<file path="src/rtl/rv32_fetch_stage.sv">
// RV32I instruction fetch stage: PC generation, in-order imem requests, and a
// 2-entry IF/ID buffer whose head drives the decode stage from registers.
module rv32_fetch_stage #(
    parameter logic [31:0] RESET_PC = 32'h0000_0000
) (
    input  logic        clk,
    input  logic        rst,
    output logic        imem_req,
    output logic [31:0] imem_addr,
    input  logic        imem_gnt,
    input  logic        imem_rvalid,
    input  logic [31:0] imem_rdata,
    input  logic        redirect_valid,
    input  logic [31:0] redirect_pc,
    input  logic        id_stall,
    output logic        id_valid,
    output logic [31:0] id_instr,
    output logic [31:0] id_pc,
    output logic [24:0] id_imm_field
);

    localparam logic [31:0] NOP_INSTR = 32'h0000_0013;

    logic [31:0] fetch_pc_r;
    logic [1:0]  outstanding_r;
    logic [1:0]  discard_r;
    logic [31:0] pend_pc_r [0:1];
    logic        pend_wr_r;
    logic        pend_rd_r;
    logic [1:0]  occ_r;
    logic        head_valid_r;
    logic [31:0] head_pc_r;
    logic [31:0] head_instr_r;
    logic [31:0] tail_pc_r;
    logic [31:0] tail_instr_r;

    logic        pop_s;
    logic [2:0]  credit_s;
    logic        req_s;
    logic        grant_s;
    logic        resp_s;
    logic        drop_s;
    logic        push_s;
    logic [31:0] resp_pc_s;
    logic [31:0] redirect_target_s;
    logic [1:0]  outstanding_nx_s;
    logic [1:0]  occ_nx_s;
    logic [31:0] head_pc_nx_s;
    logic [31:0] head_instr_nx_s;
    logic [31:0] tail_pc_nx_s;
    logic [31:0] tail_instr_nx_s;

    // Credit counts a same-cycle pop so a full buffer draining can still refill.
    assign pop_s             = head_valid_r && !id_stall;
    assign credit_s          = {1'b0, occ_r} + {1'b0, outstanding_r} - {2'b00, pop_s};
    assign req_s             = !rst && !redirect_valid && (credit_s < 3'd2);
    assign grant_s           = req_s && imem_gnt;
    assign resp_s            = imem_rvalid && (outstanding_r != 2'd0);
    assign drop_s            = resp_s && ((discard_r != 2'd0) || redirect_valid);
    assign push_s            = resp_s && !drop_s;
    assign resp_pc_s         = pend_pc_r[pend_rd_r];
    assign redirect_target_s = redirect_pc & 32'hFFFF_FFFC;
    assign outstanding_nx_s  = outstanding_r + {1'b0, grant_s} - {1'b0, resp_s};

    assign imem_req     = req_s;
    assign imem_addr    = fetch_pc_r;
    assign id_valid     = head_valid_r;
    assign id_pc        = head_pc_r;
    assign id_instr     = head_instr_r;
    assign id_imm_field = head_instr_r[31:7];

    // IF/ID buffer next state: head register always holds the oldest entry.
    always_comb begin
        occ_nx_s        = occ_r;
        head_pc_nx_s    = head_pc_r;
        head_instr_nx_s = head_instr_r;
        tail_pc_nx_s    = tail_pc_r;
        tail_instr_nx_s = tail_instr_r;
        if (redirect_valid) begin
            occ_nx_s        = 2'd0;
            head_pc_nx_s    = 32'h0000_0000;
            head_instr_nx_s = NOP_INSTR;
        end else begin
            case ({pop_s, push_s})
                2'b11: begin
                    if (occ_r == 2'd2) begin
                        head_pc_nx_s    = tail_pc_r;
                        head_instr_nx_s = tail_instr_r;
                        tail_pc_nx_s    = resp_pc_s;
                        tail_instr_nx_s = imem_rdata;
                    end else begin
                        head_pc_nx_s    = resp_pc_s;
                        head_instr_nx_s = imem_rdata;
                    end
                end
                2'b10: begin
                    if (occ_r == 2'd2) begin
                        head_pc_nx_s    = tail_pc_r;
                        head_instr_nx_s = tail_instr_r;
                        occ_nx_s        = 2'd1;
                    end else begin
                        head_pc_nx_s    = 32'h0000_0000;
                        head_instr_nx_s = NOP_INSTR;
                        occ_nx_s        = 2'd0;
                    end
                end
                2'b01: begin
                    if (occ_r == 2'd0) begin
                        head_pc_nx_s    = resp_pc_s;
                        head_instr_nx_s = imem_rdata;
                        occ_nx_s        = 2'd1;
                    end else begin
                        tail_pc_nx_s    = resp_pc_s;
                        tail_instr_nx_s = imem_rdata;
                        occ_nx_s        = 2'd2;
                    end
                end
                default: begin
                    occ_nx_s = occ_r;
                end
            endcase
        end
    end

    // Fetch PC, in-flight accounting and the pending-PC FIFO.
    always_ff @(posedge clk) begin
        if (rst) begin
            fetch_pc_r    <= RESET_PC;
            outstanding_r <= 2'd0;
            discard_r     <= 2'd0;
            pend_pc_r[0]  <= 32'h0000_0000;
            pend_pc_r[1]  <= 32'h0000_0000;
            pend_wr_r     <= 1'b0;
            pend_rd_r     <= 1'b0;
        end else begin
            outstanding_r <= outstanding_nx_s;
            if (redirect_valid) begin
                fetch_pc_r <= redirect_target_s;
                discard_r  <= outstanding_nx_s;
            end else begin
                if (grant_s) begin
                    fetch_pc_r <= fetch_pc_r + 32'd4;
                end
                if (resp_s && (discard_r != 2'd0)) begin
                    discard_r <= discard_r - 2'd1;
                end
            end
            if (grant_s) begin
                pend_pc_r[pend_wr_r] <= fetch_pc_r;
                pend_wr_r            <= ~pend_wr_r;
            end
            if (resp_s) begin
                pend_rd_r <= ~pend_rd_r;
            end
        end
    end

    // IF/ID buffer registers feeding the decode outputs directly.
    always_ff @(posedge clk) begin
        if (rst) begin
            occ_r        <= 2'd0;
            head_valid_r <= 1'b0;
            head_pc_r    <= 32'h0000_0000;
            head_instr_r <= NOP_INSTR;
            tail_pc_r    <= 32'h0000_0000;
            tail_instr_r <= NOP_INSTR;
        end else begin
            occ_r        <= occ_nx_s;
            head_valid_r <= (occ_nx_s != 2'd0);
            head_pc_r    <= head_pc_nx_s;
            head_instr_r <= head_instr_nx_s;
            tail_pc_r    <= tail_pc_nx_s;
            tail_instr_r <= tail_instr_nx_s;
        end
    end

endmodule

</file>
<file path="config.mk">
export PLATFORM = sky130hd
export DESIGN_NAME = rv32_fetch_stage
export DESIGN_NICKNAME = d
export VERILOG_FILES = /design/src/rtl/rv32_fetch_stage.sv
export SDC_FILE = /design/constraint.sdc
export NUM_CORES = 1
export LEC_CHECK = 0
export CORE_MARGIN = 2
export CORE_UTILIZATION = 30
export DETAILED_ROUTE_END_ITERATION = 8
export GPL_TIMING_DRIVEN = 0
export PLACE_DENSITY_LB_ADDON = 0.08
export SYNTH_ARGS = -nofsm -noshare
export SYNTH_HDL_FRONTEND = slang
export SYNTH_SLANG_ARGS = --single-unit
</file>
<file path="constraint.sdc">
create_clock -name clk -period 8.4 [get_ports clk]
set_input_delay 2.1 -clock clk [delete_from_list [all_inputs] [get_ports clk]]
set_output_delay 2.1 -clock clk [all_outputs]
set_load 0.005 [all_outputs]
</file>
==> metrics <==
outcome finished, final reports clean; CTS resizes 0; post-CTS setup buffers 0; Critical Path RT 6300 ps; Tcrit/Tclk final 0.839; Yosys top cell by area dfxtp_1; ys async rst share 0; diode count 0; setup TNS 0 ps; actual slew at the worst max-slew pin 879 ps; Slowest cell on crit path clkdlybuf4s50_1; share of cells above drive strength 1 0.0900; CP Cell Sequence clkdlybuf4s50_1 > nand2b_1 > inv_1 > ha_1 > nand2b_1 > fa_1 > xor2_1 > and3_1 > clkdlybuf4s50_1; Worst Reg-to-Reg Cells 13; post-DP HPWL 25.0 mm; Clock transition at path regs 60 ps; Ys Warns 0; sequential element share of the synthesized area 0.498; top-count cell post-synth dfxtp_1; global-route wire length before repair roughly 54 mm; total power ~3000 uW; dpl ws 1350 ps; TritonCTS buffer count 26; initial antenna violation count 0; Vias/cell 5.20; Worst Setup End Kind output pin; area occupied by multi-input gates 0.00445 mm^2; Total Nets Final 1395; Final Wtd Congestion 0.858; Sink Count around 220; die width 189 um; largest cells by area after synthesis dfxtp_1, edfxtp_1, nor3_1; # Max-Cap Violations 0; H-tree level count 1; clock latency on the worst-skew pair 530 ps; Avg Inst Size Synth 9.32 um^2; Post-Syn Area between 0.01 and 0.015 mm^2; largest fanout on the critical path 5; starting DRC count in detailed routing 636; placeable core area about 0.034 mm^2; hold-critical path endpoint tail_instr_r[20]; # DRC 0; worst r2r src discard_r[0]; Worst IR Drop VDD between 150 and 200 uV; TritonCTS clock tree yes; initial core utilization 0.305; Hold Path Origin tail_instr_r[20]; total gr overflow 0; Leak Pwr approximately 0.0047 uW; Pins Over Slew Limit 0; IO Pins 193; Die H 189 um; vias in the first global route slightly above 9000; Worst path max stage delay 500 ps; top cell type's share of synthesized area 0.321; Worst Path Arrival 4950 ps; PortBufs 185; FF-to-FF End id_pc[24]; top_reg_cell synth dfxtp_1; clk buf depth 3; power density cells 228 mW/mm^2; Hold Fails Final Rpt 0; Worst Hold Path Cells 2; Die Area roughly 0.036 mm^2; Slew headroom 0.414; Core Rows between 60 and 70; WHS 472 ps; most frequent cells after synthesis dfxtp_1, nor3_1, clkbuf_1; Synth cell types 63; TritonRoute pass-1 iters 7; hold buffers post-CTS 0; Post-Syn Instances about 1100; fillers 3410; Hold WC Path Type reg -> reg; Final Setup Violations 0; drt total wl 34.6 mm; Global Route Usage Sum 0.191; Area Growth Syn to Fin 32.7%; reg-to-reg slack, setup 3890 ps; FF/Latch Area between 0.005 and 0.006 mm^2; Synth Register Bits 224; Vias about 9300; kind of critical path in -> out; Root Driver clkbuf_16; worst setup margin around 1300 ps; EDFF count, synth 60; largest net degree at the start of global routing 31; Detail Route Antenna Nets 0; CP startpoint kind primary input; DR WL/cell around 19 um; Peak Freq about 140 MHz; unrepaired setup endpoints after global routing false; Final Critical Period roughly 7000 ps; Layout Skew 14.7 ps; Util after Layout 0.404
flip-flops by register name, indices dropped and copies added (netlist names), named ones only:
register / count
id_pc: 30
id_valid: 1
discard_r: 2
pend_rd_r: 1
outstanding_r: 2
tail_instr_r: 32
imem_addr: 30
pend_pc_r: 60
occ_r: 2
pend_wr_r: 1
id_instr: 32
tail_pc_r: 30
layer usage:
metal	track usage	wire, um	up-vias
met5	0	0	-
met4	0.0571	917	0
met3	0.0279	2160	52
met2	0.294	14800	378
met1	0.277	16700	4341
li1	-	-	4498
cell type report:
class                   count  share of cell area
multi-input cells         722               0.328
well taps                 448              0.0413
plain buffers             134              0.0465
repair buffers            187               0.141
inverters                  19             0.00526
clock inverters             5             0.00194
clock buffers              43              0.0609
flip-flops and latches    224               0.375
kinds of logic (layout without fill, tap and decap cells):
logic type / count (synthesis) / after routing / synth area share
and+or+nand+nor: 422 / 422 / 0.217
AOI/OAI and AO/OA: 245 / 245 / 0.161
DFF: 224 / 224 / 0.498
buffers and inverters: 153 / 388 / 0.0687
muxes: 32 / 32 / 0.0350
adders and majority gates: 11 / 11 / 0.0142
xor gates and xnor gates: 8 / 8 / 0.00686
other: 1 / 4 / 0.000367
report_power, final:
part | leakage, uW | total, uW | internal, uW | switching (uW)
clock | 0.000426 | 1130 | 667 | 458
sequential | 0.00196 | 1300 | 1230 | 71.8
combinational | 0.00234 | 668 | 291 | 377
critical path: cells and delay by family:
kind                     cells  cell delay, ps
adder cells (fa/ha/maj)      2             690
AND/OR/NAND/NOR              3             600
XOR/XNOR                     1             470
buffers and inverters        3            1080
how the worst max path moves through the flow:
| stage | from | end | cells after the start |
|---|---|---|---|
| finish | id_stall | imem_req | 9 |
| detailed placement | id_stall | imem_req | 9 |
| floorplan | id_stall | pend_pc_r[0][10] | 11 |
| global route | id_stall | imem_req | 9 |
| CTS | id_stall | imem_req | 9 |
| global placement | id_stall | pend_pc_r[0][12] | 12 |
cell usage in the layout (no fill, tap or decap), drive strengths merged, types with 19 or more instances in the layout:
cell	instances
a21oi	72
nand2	25
dfxtp	164
clkdlybuf4s50	185
clkbuf	136
buf	43
inv	19
nand3	42
mux2	30
a221oi	65
and2	36
nor2	82
o211ai	19
and3	42
edfxtp	60
o21ai	44
nor3	134
per-stage QoR:
step / cell area [um^2] / std cells
detailed placement: 12700 / 1733
global placement: 12600 / 1732
floorplan: 10200 / 1099
global route: 13600 / 1782
CTS: 13500 / 1781
finish: 13600 / 1782
No activity file was read; power rests on OpenSTA's default activity.
==> RTL edit: new RTL, same settings <==
Reset style: asynchronous (`rst`), changed in 2 clocked blocks.
--- a/src/rtl/rv32_fetch_stage.sv
+++ b/src/rtl/rv32_fetch_stage.sv
@@ -124,5 +124,5 @@
 
     // Fetch PC, in-flight accounting and the pending-PC FIFO.
-    always_ff @(posedge clk) begin
+    always_ff @(posedge clk or posedge rst) begin
         if (rst) begin
             fetch_pc_r    <= RESET_PC;
@@ -157,5 +157,5 @@
 
     // IF/ID buffer registers feeding the decode outputs directly.
-    always_ff @(posedge clk) begin
+    always_ff @(posedge clk or posedge rst) begin
         if (rst) begin
             occ_r        <= 2'd0;
Function: differs if rst is asserted again (counterexample within 4 cycles, from zero or initial values and one cycle with rst high); with rst held inactive, the same outputs for 4 cycles.
==> RTL edit against the unedited design <==
Clock skew decreased by 0.0055 ns. Sequential cell count unchanged. Synthesized cell count decreased by 15%. Global-route usage is 2.1 points lower. Count of clock-buffer cells in the layout shrank 6. Cell area is 4.6% higher. Fmax decreased by 2.3%. Setup slack worse by 0.17 ns. Register-to-register slack gained 0.48 ns. Area after synthesis rose by 4.4%. Power rose by 13%. Routed wire length fell by 8.3%. Core utilization down 0.28 points. Non-clock buffer count is 31 lower. Critical endpoint unchanged. Highest routed layer unchanged.
==> RTL edit: results (changes against the unedited design) <==
- Hold Path Class: flop to flop (unchanged)
- Worst R2R Setup Slack: 4.37 ns (was 3.89 ns)
- Gr usage total: 0.171 (was 0.191)
- CP max-delay cell: clkdlybuf4s50_1 (unchanged)
- Synth cell count leaders: dfrtp_1, mux2_2, nand2_1 (was dfxtp_1, nor3_1, clkbuf_1)
- Avg Vias per Cell: 4.99 (was 5.20)
- Fraction of layout cells with a size suffix above 1: 0.225 (was 0.0900)
- Routed wire length: 31,700 um (was 34,600 um)
- Hpwl dp: 23,300 um (was 25,000 um)
- Primary FF master, synth: dfrtp_1 (was dfxtp_1)
- Fill cells: 3,464 (was 3,410)
- Post-placement cell count: 1,589 (was 1,733)
- Largest register by flop count: pend_pc_r (unchanged)
- Crit Path Max Fanout: 10 (was 5)
- Top cells by area, synth: dfrtp_1, mux2_2, nand2_1 (was dfxtp_1, edfxtp_1, nor3_1)
- VDD IR max: 0.198 mV (was 0.154 mV)
- Crit path arrival time: 5.12 ns (was 4.95 ns)
- # diodes: 0 (unchanged)
- Asr flop ratio synth: 1.00 (was 0)
- Outcome: finished, final reports clean (unchanged)
- H-tree levels: 1 (unchanged)
- Post_cts resized: 0 (unchanged)
- Post-synth top area share: 0.511 (was 0.321)
- Max stage delay on crit path: 0.52 ns (was 0.50 ns)
- Clock Tree Buf Depth: 3 (unchanged)
- Slew at the pin with the worst max-slew slack: 0.993 ns (was 0.879 ns)
- DRT iter0 DRCs: 341 (was 636)
- Fin nets: 1,237 (was 1,395)
- Yosys warning count: 0 (unchanged)
- CTS Buf Count: 27 (was 26)
- Hold Crit Depth: 2 (unchanged)
- Static leakage: 6.07 nW (was 4.72 nW)
- R2r worst-path depth: 14 (was 13)
- Pre-antenna DRT Iters: 7 (unchanged)
- Root buf cell: clkbuf_16 (unchanged)
- Max FFs per register: 60 (unchanged)
- Largest net degree at the start of global routing: 38 (was 31)
- First-pass GRT wire length: 49,000 um (was 53,900 um)
- Clk_skew: 0.00916 ns (was 0.0147 ns)
- Worst skew pair latency: 0.54 ns
- Post CTS Setup Buffer Count: 0 (unchanged)
- R2R Path End: discard_r[1] (was id_pc[24])
- Avg Cell Area, Syn: 11.4 um^2 (was 9.32 um^2)
- Vias in the first global route: 8,211 (was 9,074)
- # port buffers: 187 (was 185)
- Placer Congestion: 0.790 (was 0.858)
- Setup crit start: id_stall (unchanged)
- Unique masters post-synth: 55 (was 63)
- Max-slew violations: 0 (unchanged)
- Wire per inst: 19.3 um (was 19.4 um)
- Sequential fraction of the synthesis area: 0.526 (was 0.498)
- FF-to-FF Start: occ_r[0] (was discard_r[0])
[RTL edit: changes by cell type after synthesis, sizes merged, moves of 31 or more]
| cell | change |
|---|---|
| nor2 | -61 |
| a22oi | +31 |
| dfrtp | +218 |
| nand2 | +59 |
| o31ai | +42 |
| edfxtp | -60 |
| mux2 | +122 |
| nor3 | -129 |
| a221oi | -34 |
| clkbuf | -43 |
| dfxtp | -164 |
| a21oi | -65 |
| and3 | -37 |
| and2 | -34 |
[RTL edit: worst reg2reg max path, delay by kind of cell (launching register included)]
| family | cells | cell delay (ns) |
|---|---|---|
| adder cells (fa/ha/maj) | 4 | 1.48 |
| buffers and inverters | 4 | 0.88 |
| AND/OR/NAND/NOR | 3 | 0.80 |
| flip-flops | 1 | 0.31 |
| XOR/XNOR | 2 | 0.28 |
| AO/OA/AOI/OAI | 1 | 0.17 |
[RTL edit: report_power, final]
group	internal [mW]	total, mW	switching [mW]
sequential	1.27	1.40	0.128
clock	0.710	1.18	0.471
combinational	0.462	0.905	0.443
[RTL edit: worst min path at each step]
| stage | start | to | slack (ns) |
|---|---|---|---|
| 3_3_place_gp | id_instr[0] | id_instr[0] | 0.45 |
| 5_1_grt | id_instr[0] | id_instr[0] | 0.50 |
| 3_5_place_dp | id_instr[0] | id_instr[0] | 0.46 |
| 4_1_cts | id_instr[0] | id_instr[0] | 0.47 |
| 2_1_floorplan | id_instr[0] | id_instr[0] | 0.45 |
| 6_report | id_instr[0] | id_instr[0] | 0.46 |
[RTL edit: cells by family after synthesis]
kind of cell	share of synthesized area
and+or+nand+nor	0.0905
other	0.000351
DFF	0.526
adders and majority gates	0.0124
xor gates and xnor gates	0.0123
muxes	0.161
AOI/OAI and AO/OA	0.144
buffers and inverters	0.0529
[RTL edit: per-stage QoR]
| stage | area, um^2 | TNS, ns | setup slack, ns |
|---|---|---|---|
| 4_1_cts | 14200 | 0 | 1.16 |
| 2_1_floorplan | 10700 | 0 | 0.212 |
| 6_report | 14200 | 0 | 1.18 |
| 3_3_place_gp | 13100 | -2.97 | -2.97 |
| 3_5_place_dp | 13300 | 0 | 1.17 |
| 5_1_grt | 14200 | 0 | 1.06 |
[RTL edit: layout make-up]
type                            count  share of cell area
Tap cell                          461              0.0407
Buffer                             96              0.0345
Sequential cell                   224               0.396
Timing Repair Buffer              194               0.142
Clock buffer                       37              0.0552
Clock inverter                     12             0.00821
Multi-Input combinational cell    594               0.318
Inverter                           20             0.00556
[RTL edit: routing by layer]
metal  global-route usage  wire (um)  vias to the layer above
met5                    0          0                        -
met4               0.0388        673                        0
met3               0.0231       1330                       42
met2                0.276      14800                      167
met1                0.242      14900                     4063
li1                     -          -                     3909
